==> config.mk <==
export PLATFORM = sky130hd
export DESIGN_NAME = multi_door_antitheft_fsm
export DESIGN_NICKNAME = d
export VERILOG_FILES = /design/src/rtl/antitheft_pkg.sv /design/src/rtl/antitheft_countdown.sv /design/src/rtl/multi_door_antitheft_fsm.sv
export SDC_FILE = /design/constraint.sdc
export NUM_CORES = 1
export LEC_CHECK = 0
export BUFFER_PORTS_ARGS = -buffer_cell sky130_fd_sc_hd__buf_2
export CAP_MARGIN = 20
export CORE_MARGIN = 2
export CORE_UTILIZATION = 50
export DETAILED_ROUTE_END_ITERATION = 7
export PLACE_DENSITY_LB_ADDON = 0.12
export REMOVE_ABC_BUFFERS = 1
export SETUP_SLACK_MARGIN = 0.5
export SLEW_MARGIN = 20
export SYNTH_ARGS = -nofsm -noshare
export SYNTH_HDL_FRONTEND = slang
export SYNTH_SLANG_ARGS = --single-unit
==> constraint.sdc <==
create_clock -name clock -period 3.75 [get_ports clock]
set_clock_uncertainty 0.05 [all_clocks]
set_input_delay 0 -clock clock [delete_from_list [all_inputs] [get_ports clock]]
set_output_delay 0 -clock clock [all_outputs]
set_load 0.005 [all_outputs]
==> src/rtl/antitheft_pkg.sv <==
// Shared state encodings and helpers for the multi-door anti-theft controller.
package antitheft_pkg;

   localparam int STATE_W = 3;

   typedef logic [STATE_W-1:0] state_t;

   localparam logic [STATE_W-1:0] S_OFF_DISARMED = 3'd0;
   localparam logic [STATE_W-1:0] S_ARM_WAIT     = 3'd1;
   localparam logic [STATE_W-1:0] S_OFF_ARMED    = 3'd2;
   localparam logic [STATE_W-1:0] S_ENTRY_WAIT   = 3'd3;
   localparam logic [STATE_W-1:0] S_ALARM        = 3'd4;
   localparam logic [STATE_W-1:0] S_ALARM_HOLD   = 3'd5;
   localparam logic [STATE_W-1:0] S_ON_DISARMED  = 3'd6;

   // Index of the lowest set bit; 0 when the vector is empty.
   function automatic logic [4:0] lowest_set_idx(input logic [31:0] i_vec);
      logic [4:0] r_idx;
      r_idx = '0;
      for (int i = 31; i >= 0; i--) begin
         if (i_vec[i]) r_idx = 5'(i);
      end
      return r_idx;
   endfunction

endpackage

==> src/rtl/antitheft_countdown.sv <==
// Seconds countdown: load forces a non-zero start, each tick decrements to zero.
module antitheft_countdown
   import antitheft_pkg::*;
#(
   parameter int TIMER_W = 5
) (
   input  logic               clock,
   input  logic               systemReset,
   input  logic               load,
   input  logic               clear,
   input  logic [TIMER_W-1:0] loadValue,
   input  logic               tick,
   output logic [TIMER_W-1:0] count,
   output logic               expired
);

   logic [TIMER_W-1:0] r_count;

   // A zero load would never expire, so it is promoted to one second.
   always_ff @(posedge clock) begin
      if (systemReset) begin
         r_count <= '0;
      end else if (load) begin
         r_count <= (loadValue == '0) ? TIMER_W'(1) : loadValue;
      end else if (clear) begin
         r_count <= '0;
      end else if (tick && (r_count != '0)) begin
         r_count <= r_count - 1'b1;
      end
   end

   assign count   = r_count;
   assign expired = tick && (r_count == TIMER_W'(1));

endmodule

==> src/rtl/multi_door_antitheft_fsm.sv <==
// Multi-door anti-theft controller with integrated seconds countdown and
// programmable arm, entry and siren-hold delays.
module multi_door_antitheft_fsm
   import antitheft_pkg::*;
#(
   parameter int NUM_DOORS         = 4,
   parameter int DRIVER_IDX        = 0,
   parameter int T_ARM             = 6,
   parameter int T_DRIVER_DELAY    = 8,
   parameter int T_PASSENGER_DELAY = 15,
   parameter int T_ALARM_ON        = 10,
   parameter int TIMER_W           = 5
) (
   input  logic                         clock,
   input  logic                         systemReset,
   input  logic                         clock1Hz,
   input  logic                         ignition,
   input  logic [NUM_DOORS-1:0]         doorClosed,
   output logic                         status,
   output logic                         siren,
   output logic [STATE_W-1:0]           stateCode,
   output logic [$clog2(NUM_DOORS)-1:0] triggerDoor,
   output logic [TIMER_W-1:0]           timeLeft
);

   localparam int TD_W = $clog2(NUM_DOORS);

   logic [STATE_W-1:0] r_state;
   logic               r_blink;
   logic               r_doorWasOpen;
   logic [TD_W-1:0]    r_trigger;

   logic [STATE_W-1:0] w_nextState;
   logic               w_nextDoorWasOpen;
   logic [TD_W-1:0]    w_nextTrigger;
   logic               w_load;
   logic               w_clear;
   logic [TIMER_W-1:0] w_loadValue;
   logic [TIMER_W-1:0] w_count;
   logic               w_expired;
   logic               w_anyOpen;
   logic               w_driverOpen;

   assign w_anyOpen    = ~(&doorClosed);
   assign w_driverOpen = ~doorClosed[DRIVER_IDX];

   antitheft_countdown #(
      .TIMER_W (TIMER_W)
   ) u_countdown (
      .clock       (clock),
      .systemReset (systemReset),
      .load        (w_load),
      .clear       (w_clear),
      .loadValue   (w_loadValue),
      .tick        (clock1Hz),
      .count       (w_count),
      .expired     (w_expired)
   );

   // Expiry outranks ignition everywhere except ENTRY_WAIT, where a disarm
   // attempt must win. Leaving a timed state early clears the countdown.
   always_comb begin
      w_nextState       = r_state;
      w_nextDoorWasOpen = r_doorWasOpen;
      w_nextTrigger     = r_trigger;
      w_load            = 1'b0;
      w_clear           = 1'b0;
      w_loadValue       = '0;
      case (r_state)
         S_OFF_DISARMED: begin
            if (ignition) begin
               w_nextState = S_ON_DISARMED;
            end else if (w_anyOpen) begin
               w_nextDoorWasOpen = 1'b1;
            end else if (r_doorWasOpen) begin
               w_nextDoorWasOpen = 1'b0;
               w_load            = 1'b1;
               w_loadValue       = TIMER_W'(T_ARM);
               w_nextState       = S_ARM_WAIT;
            end
         end
         S_ARM_WAIT: begin
            if (w_expired) begin
               w_nextState = S_OFF_ARMED;
            end else if (ignition) begin
               w_nextState = S_ON_DISARMED;
               w_clear     = 1'b1;
            end else if (w_anyOpen) begin
               w_nextState       = S_OFF_DISARMED;
               w_nextDoorWasOpen = 1'b1;
               w_clear           = 1'b1;
            end
         end
         S_OFF_ARMED: begin
            if (ignition) begin
               w_nextState = S_ON_DISARMED;
            end else if (w_anyOpen) begin
               w_nextState = S_ENTRY_WAIT;
               w_load      = 1'b1;
               if (w_driverOpen) begin
                  w_loadValue   = TIMER_W'(T_DRIVER_DELAY);
                  w_nextTrigger = TD_W'(DRIVER_IDX);
               end else begin
                  w_loadValue   = TIMER_W'(T_PASSENGER_DELAY);
                  w_nextTrigger = TD_W'(lowest_set_idx(32'(~doorClosed)));
               end
            end
         end
         S_ENTRY_WAIT: begin
            if (ignition) begin
               w_nextState = S_ON_DISARMED;
               w_clear     = 1'b1;
            end else if (w_expired) begin
               w_nextState = S_ALARM;
            end
         end
         S_ALARM: begin
            if (!w_anyOpen) begin
               w_nextState = S_ALARM_HOLD;
               w_load      = 1'b1;
               w_loadValue = TIMER_W'(T_ALARM_ON);
            end
         end
         S_ALARM_HOLD: begin
            if (w_expired) begin
               w_nextState = S_OFF_ARMED;
            end else if (w_anyOpen) begin
               w_nextState = S_ALARM;
               w_clear     = 1'b1;
            end
         end
         S_ON_DISARMED: begin
            if (!ignition) begin
               w_nextState       = S_OFF_DISARMED;
               w_nextDoorWasOpen = 1'b0;
            end
         end
         default: begin
            w_nextState = S_OFF_ARMED;
            w_clear     = 1'b1;
         end
      endcase
   end

   always_ff @(posedge clock) begin
      if (systemReset) begin
         r_state       <= S_OFF_ARMED;
         r_blink       <= 1'b0;
         r_doorWasOpen <= 1'b0;
         r_trigger     <= '0;
      end else begin
         r_state       <= w_nextState;
         r_doorWasOpen <= w_nextDoorWasOpen;
         r_trigger     <= w_nextTrigger;
         if (clock1Hz) r_blink <= ~r_blink;
      end
   end

   always_comb begin
      status = 1'b0;
      siren  = 1'b0;
      case (r_state)
         S_ARM_WAIT:   status = 1'b1;
         S_OFF_ARMED:  status = r_blink;
         S_ENTRY_WAIT: status = 1'b1;
         S_ALARM: begin
            status = 1'b1;
            siren  = 1'b1;
         end
         S_ALARM_HOLD: begin
            status = 1'b1;
            siren  = 1'b1;
         end
         default: begin
            status = 1'b0;
            siren  = 1'b0;
         end
      endcase
   end

   assign stateCode   = r_state;
   assign triggerDoor = r_trigger;
   assign timeLeft    = w_count;

endmodule

==> impl_metrics.tcl, run 1 <==
set metrics [dict create \
    dr.pass1.iters 4 \
    dpl.cell_count 156 \
    wl_per_cell_um 13.7 \
    cts_max_level 1 \
    p_per_area_nw_per_um2 732 \
    place.gp.congestion 0.912 \
    grt_overflow_total 0 \
    ys_types 48 \
    fillCellCount 165 \
    clockBufferDepth 2 \
    critPathMaxStageDelay_ps 660 \
    instances_no_fill 164 \
    initial_core_util_pct 53.4 \
    synth_top_area_share_pct 26.1 \
    ctsResizeCount 0 \
    fin_crit_sh_pct 61.3 \
    relSlewSlack_pct 67.7 \
    antenna_found_initial 0 \
    p_total_w 0.000802 \
    post-route-util_pct 63.5 \
    synth_flop_cell "dfxtp_1" \
    die_w_um 46.9 \
    yosysTopAreaCell "dfxtp_1" \
    hold_class "input port to register" \
    place.detailed.hpwl_um 1640 \
    required_ps 3930 \
    min_period_ps 2300 \
    vias 951 \
    drt_iter0_drc 27 \
    finalHoldViolCount 0 \
    setup.worst_path.start_class "register" \
    worstSetupPathType "register to register" \
    port-buffer-count 19 \
    synth_commonest_cells "dfxtp_1, nor2_1, a21oi_1, nand2_1, o21ai_0" \
    yosysWarnings 0 \
    grt_pass1_wl_um 3460 \
    core-area_um2 1730 \
    grt_pass1_vias 784 \
    num_rows 15 \
    antennaDiodeCount 0 \
    cp_max_fo 16 \
    timing.max_cap.violations 0 \
    rsz0062_at_grt "false" \
    drtAntennaViolNets 0 \
    cts_sinks 12 \
    synthesis.instances 118 \
    synth_edf_count 0 \
    tns_ps 0 \
    worst_pin_slew_ps 484 \
    synth_area_leaders "dfxtp_1, a21oi_1, nor2_1" \
    clk_pin_slew_worst_paths_ps 90 \
    clk_latency_ps 280 \
    nNetsFinal 151 \
    cp_cell_sequence "or4b_1 -> a21oi_1 -> nor2_1 -> nor3_1 -> dlygate4sd3_1" \
    seq_area_frac_synth_pct 26.1 \
    routed_via_density 5.80 \
    slew_violations 0 \
    final_area_um2 1100 \
    io_pins 20 \
    synth-seq-cells 12 \
    end_kind "register" \
    setup_viol 0 \
    max-vdd-ir-drop_mv 0.409 \
    globalRouteTotalUtil_pct 22.6 \
    critical_path_arrival_ps 2480 \
    regArea_um2 240 \
    grt_max_degree 17 \
    die_area_um2 2200 \
    place_area_um2 1020 \
    fmax_mhz 435 \
    status "finished clean" \
    multiInputGateArea_um2 634 \
    syn_to_final_growth_pct 18.9 \
    cts_root_buf "clkbuf_4" \
    synthArstFlopShare_pct 0 \
    chipHeight_um 46.9 \
    numCtsBuffers 3 \
    critical_path.slowest_cell "or4b_1" \
    avgSynthCellArea_um2 7.81 \
    netlist_area_um2 922 \
    drive_gt1_share_pct 23.0 \
    drc 0 \
    wl_um 2250 \
    leakagePower_nw 0.489 \
    cts_tree "done" \
]
-- power by group --
group	switching, W	leakage (nW)	internal (W)	total [W]
logic	0.000232	0.369	0.000211	0.000443
clock network	0.0000492	0.0210	0.0000591	0.000108
registers	0.0000777	0.0992	0.000173	0.000251
total	0.000359	0.489	0.000443	0.000802
-- flip-flops by register name (all words and copies together), names as in the netlist --
| register | flops |
|---|---|
| r_blink | 1 |
| stateCode | 3 |
| u_countdown.count | 5 |
| triggerDoor | 2 |
| r_doorWasOpen | 1 |
-- stage by stage --
step | hold WS (ps) | setup WS (ps)
detailed placement | 239 | 1720
floorplan | 16.2 | 1870
global placement | 233 | 1790
finish | 9.40 | 1450
CTS | 3.01 | 1450
global route | 1.11 | 1340
-- what timing repair did --
action	CTS	global route
hold buffers	4	0
hold endpoints to repair	3	0
buffers inserted	0	0
-- cells in the final DEF, fill, tap and decap left out, types with 3 or more instances in the layout --
| cell | synthesis | routed |
|---|---|---|
| clkbuf_4 | 0 | 3 |
| nor2_1 | 12 | 12 |
| mux2i_1 | 3 | 3 |
| nand2b_1 | 4 | 4 |
| dlygate4sd3_1 | 0 | 4 |
| inv_1 | 5 | 5 |
| a21oi_1 | 10 | 10 |
| nand2_1 | 9 | 9 |
| ha_1 | 3 | 3 |
| o21ai_0 | 8 | 8 |
| nor3_1 | 5 | 5 |
| buf_2 | 2 | 19 |
| dfxtp_1 | 12 | 12 |
-- worst max-delay path, delay by kind of cell, from the launching register on --
| family | cells | cell delay [ps] |
|---|---|---|
| AO/OA/AOI/OAI | 1 | 190 |
| buffers and inverters | 1 | 560 |
| AND/OR/NAND/NOR | 3 | 830 |
| flip-flops | 1 | 610 |
-- logic make-up after synthesis --
| group | after synthesis | synth area share (%) |
|---|---|---|
| AO/OA/AOI/OAI | 37 | 27.1 |
| XOR/XNOR | 3 | 2.85 |
| adder cells (fa/ha/maj) | 3 | 4.07 |
| buffers and inverters | 11 | 5.16 |
| flip-flops | 12 | 26.1 |
| multiplexers | 3 | 3.26 |
| AND/OR/NAND/NOR | 49 | 31.5 |
-- path summary, 6_finish.rpt --
kind | from | to | slack [ps] | depth (start not counted)
setup / recovery | stateCode[1] | triggerDoor[1] | 1450 | 5
hold / removal | systemReset | r_doorWasOpen | 9 | 2
setup reg to reg | stateCode[1] | triggerDoor[1] | 1450 | 5
hold reg to reg | triggerDoor[0] | triggerDoor[0] | 440 | 2
-- layout make-up --
cell class / count / share of cell area (%)
Sequential cell: 12 / 21.9
Multi-Input combinational cell: 95 / 57.9
Tap cell: 25 / 2.85
Inverter: 5 / 1.71
Clock buffer: 4 / 3.31
Timing Repair Buffer: 23 / 12.3
-- per-layer routing --
metal	up-vias	part of all wire [%]	track usage (%)
met5	-	0	0
met4	0	2.6	14.4
met1	443	48	31.0
met2	23	46	31.8
li1	477	-	-
met3	8	3.0	5.00
Power figures use the tool's default switching activity.
==> run 2: changes to the inputs <==
- clock period: 3.75 -> 2.3 ns (I/O delays scaled with it)
==> run 2 against run 1 <==
Against the previous run:
- via count grew 0.53%
- global-route usage is 0.30 points higher
- worst setup slack worse by 900 ps
- worst hold slack better by 11 ps
- first-iteration DRC count down 3.7%
- clock-buffer cell count decreased by 1
- non-clock buffer count unchanged
- critical endpoint is now u_countdown.count[0]
- largest cell class unchanged
==> impl_metrics.tcl, run 2 (same netlist as run 1, synthesis figures left out) <==
set metrics [dict create \
    cts_tree "done" \
    setup_viol 0 \
    required_ps 2410 \
    num_rows 15 \
    drc 0 \
    fin_crit_sh_pct 76.1 \
    io_pins 20 \
    critical_path.slowest_cell "or3_4" \
    critical_path_arrival_ps 1860 \
    p_seq_share_pct 26.1 \
    cts_sinks 12 \
    cp_common_cell "or3_4" \
    tns_ps 0 \
    power.switching_w 0.000626 \
    slew_violations 0 \
    share_comb_of_total_power_pct 64.6 \
    min_period_ps 1750 \
    regToRegSetupSlack_ps 550 \
    post-route-util_pct 64.9 \
    finalHoldViolCount 0 \
    setup.worst_path.start_class "register" \
    clockBufferDepth 2 \
    max-vdd-ir-drop_mv 0.640 \
    leakagePower_nw 0.503 \
    place.detailed.hpwl_um 1710 \
    numCtsBuffers 3 \
    antenna_found_initial 0 \
    wl_per_cell_um 14.2 \
    antennaDiodeCount 0 \
    cp_num_buf_inv 0 \
    swShare_pct 45.2 \
    wl_um 2320 \
    status "finished clean" \
    initial_core_util_pct 53.4 \
    cts_max_level 1 \
    worst_pin_slew_ps 375 \
    place.gp.congestion 0.918 \
    die_w_um 46.9 \
    cp_max_fo 8 \
    globalRouteTotalUtil_pct 22.9 \
    final_common_cell "buf_2" \
    p_per_area_nw_per_um2 1230 \
    fmax_mhz 571 \
    grt_pass1_vias 800 \
    drive_gt1_share_pct 30.4 \
    cts_root_buf "clkbuf_4" \
    grt_pass1_wl_um 3650 \
    final_cell_mix "buf_2, nor2_1, a21oi_1" \
    core-area_um2 1730 \
    drt_iter0_drc 26 \
    p_total_w 0.00138 \
    internal-power_w 0.000757 \
    clk_latency_ps 270 \
    grt_max_degree 16 \
    clkPwrFrac_pct 9.3 \
    dr.pass1.iters 4 \
    critPathMaxStageDelay_ps 390 \
    die_area_um2 2200 \
    cp_cell_sequence "or3_4 -> or3_4 -> nand3_2 -> nand2_1 -> o311a_1" \
    hold_class "input port to register" \
    end_kind "register" \
    port-buffer-count 19 \
    clk_pin_slew_worst_paths_ps 80 \
    syn_to_final_growth_pct 21.6 \
    drtAntennaViolNets 0 \
    nNetsFinal 151 \
    timing.max_cap.violations 0 \
    relSlewSlack_pct 75.0 \
    grt_overflow_total 0 \
    path_delay_family "simple AND/OR/NAND/NOR gates" \
    routed_via_density 5.87 \
    rsz0062_at_grt "false" \
    vias 956 \
    largest_register_ffs 5 \
    chipHeight_um 46.9 \
    worstSetupPathType "register to register" \
]
## run 2: cell count changes in the layout (fill, tap and decap cells not counted), moves of 2 or more
| cell | previous run | this run |
|---|---|---|
| dfxtp_1 | 12 | 9 |
| dfxtp_2 | 0 | 3 |
| dlygate4sd3_1 | 4 | 1 |
| buf_4 | 0 | 2 |
## run 2: layout make-up
class | instances | area (um2)
multi-input combinational | 95 | 673
inverter | 5 | 18.8
tap | 25 | 31.3
sequential | 12 | 244
fill | 145 | 606
timing repair buffer | 23 | 131
clock buffer | 3 | 22.5
## run 2: power by group through the flow
| stage | Clock [W] | Sequential (W) | Combinational (W) |
|---|---|---|---|
| after floorplan | 0 | 0.000393 | 0.000524 |
| after global placement | 0 | 0.000349 | 0.000802 |
| after detailed placement | 0 | 0.000353 | 0.000807 |
| after CTS | 0.000131 | 0.000349 | 0.000829 |
| after global routing | 0.000146 | 0.000370 | 0.000975 |
| final | 0.000128 | 0.000361 | 0.000894 |
## run 2: path summary, 6_finish.rpt
path / startpoint / endpoint / cells past startpoint
worst max-delay path: u_countdown.count[2] / u_countdown.count[0] / 5
worst min-delay path: doorClosed[2] / triggerDoor[1] / 4
worst max register to register: u_countdown.count[2] / u_countdown.count[0] / 5
worst min register to register: triggerDoor[1] / triggerDoor[1] / 2
## run 2: worst min-delay path: cells and delay by family
family          cells  cell delay, ps
simple gates        2             130
buf+inv             1             100
compound gates      1              60
## run 2: per-layer routing
layer  global-route usage, %  vias up  wire length (um)
met3                    3.46        4               146
li1                        -      477                 -
met5                       0        -                 0
met2                    34.8       36              1080
met1                    33.0      439              1060
met4                    7.78        0                25
## run 2: per-stage QoR
| step | instances | hold slack (ps) | cell area (um2) | setup WS [ps] |
|---|---|---|---|---|
| 5_1_grt | 163 | 19.8 | 1120 | 496 |
| 4_1_cts | 163 | 17.1 | 1080 | 514 |
| 3_5_place_dp | 159 | 247 | 1040 | 503 |
| 2_1_floorplan | 112 | 16.2 | 893 | 418 |
| 3_3_place_gp | 159 | 237 | 1040 | 521 |
| 6_report | 163 | 20.0 | 1120 | 549 |
## run 2: timing repair
action,in CTS,in global routing
endpoints found under the hold margin,1,0
setup buffers,0,0
hold buffers,1,0
setup endpoints to repair,1,3
gates resized for setup,2,9
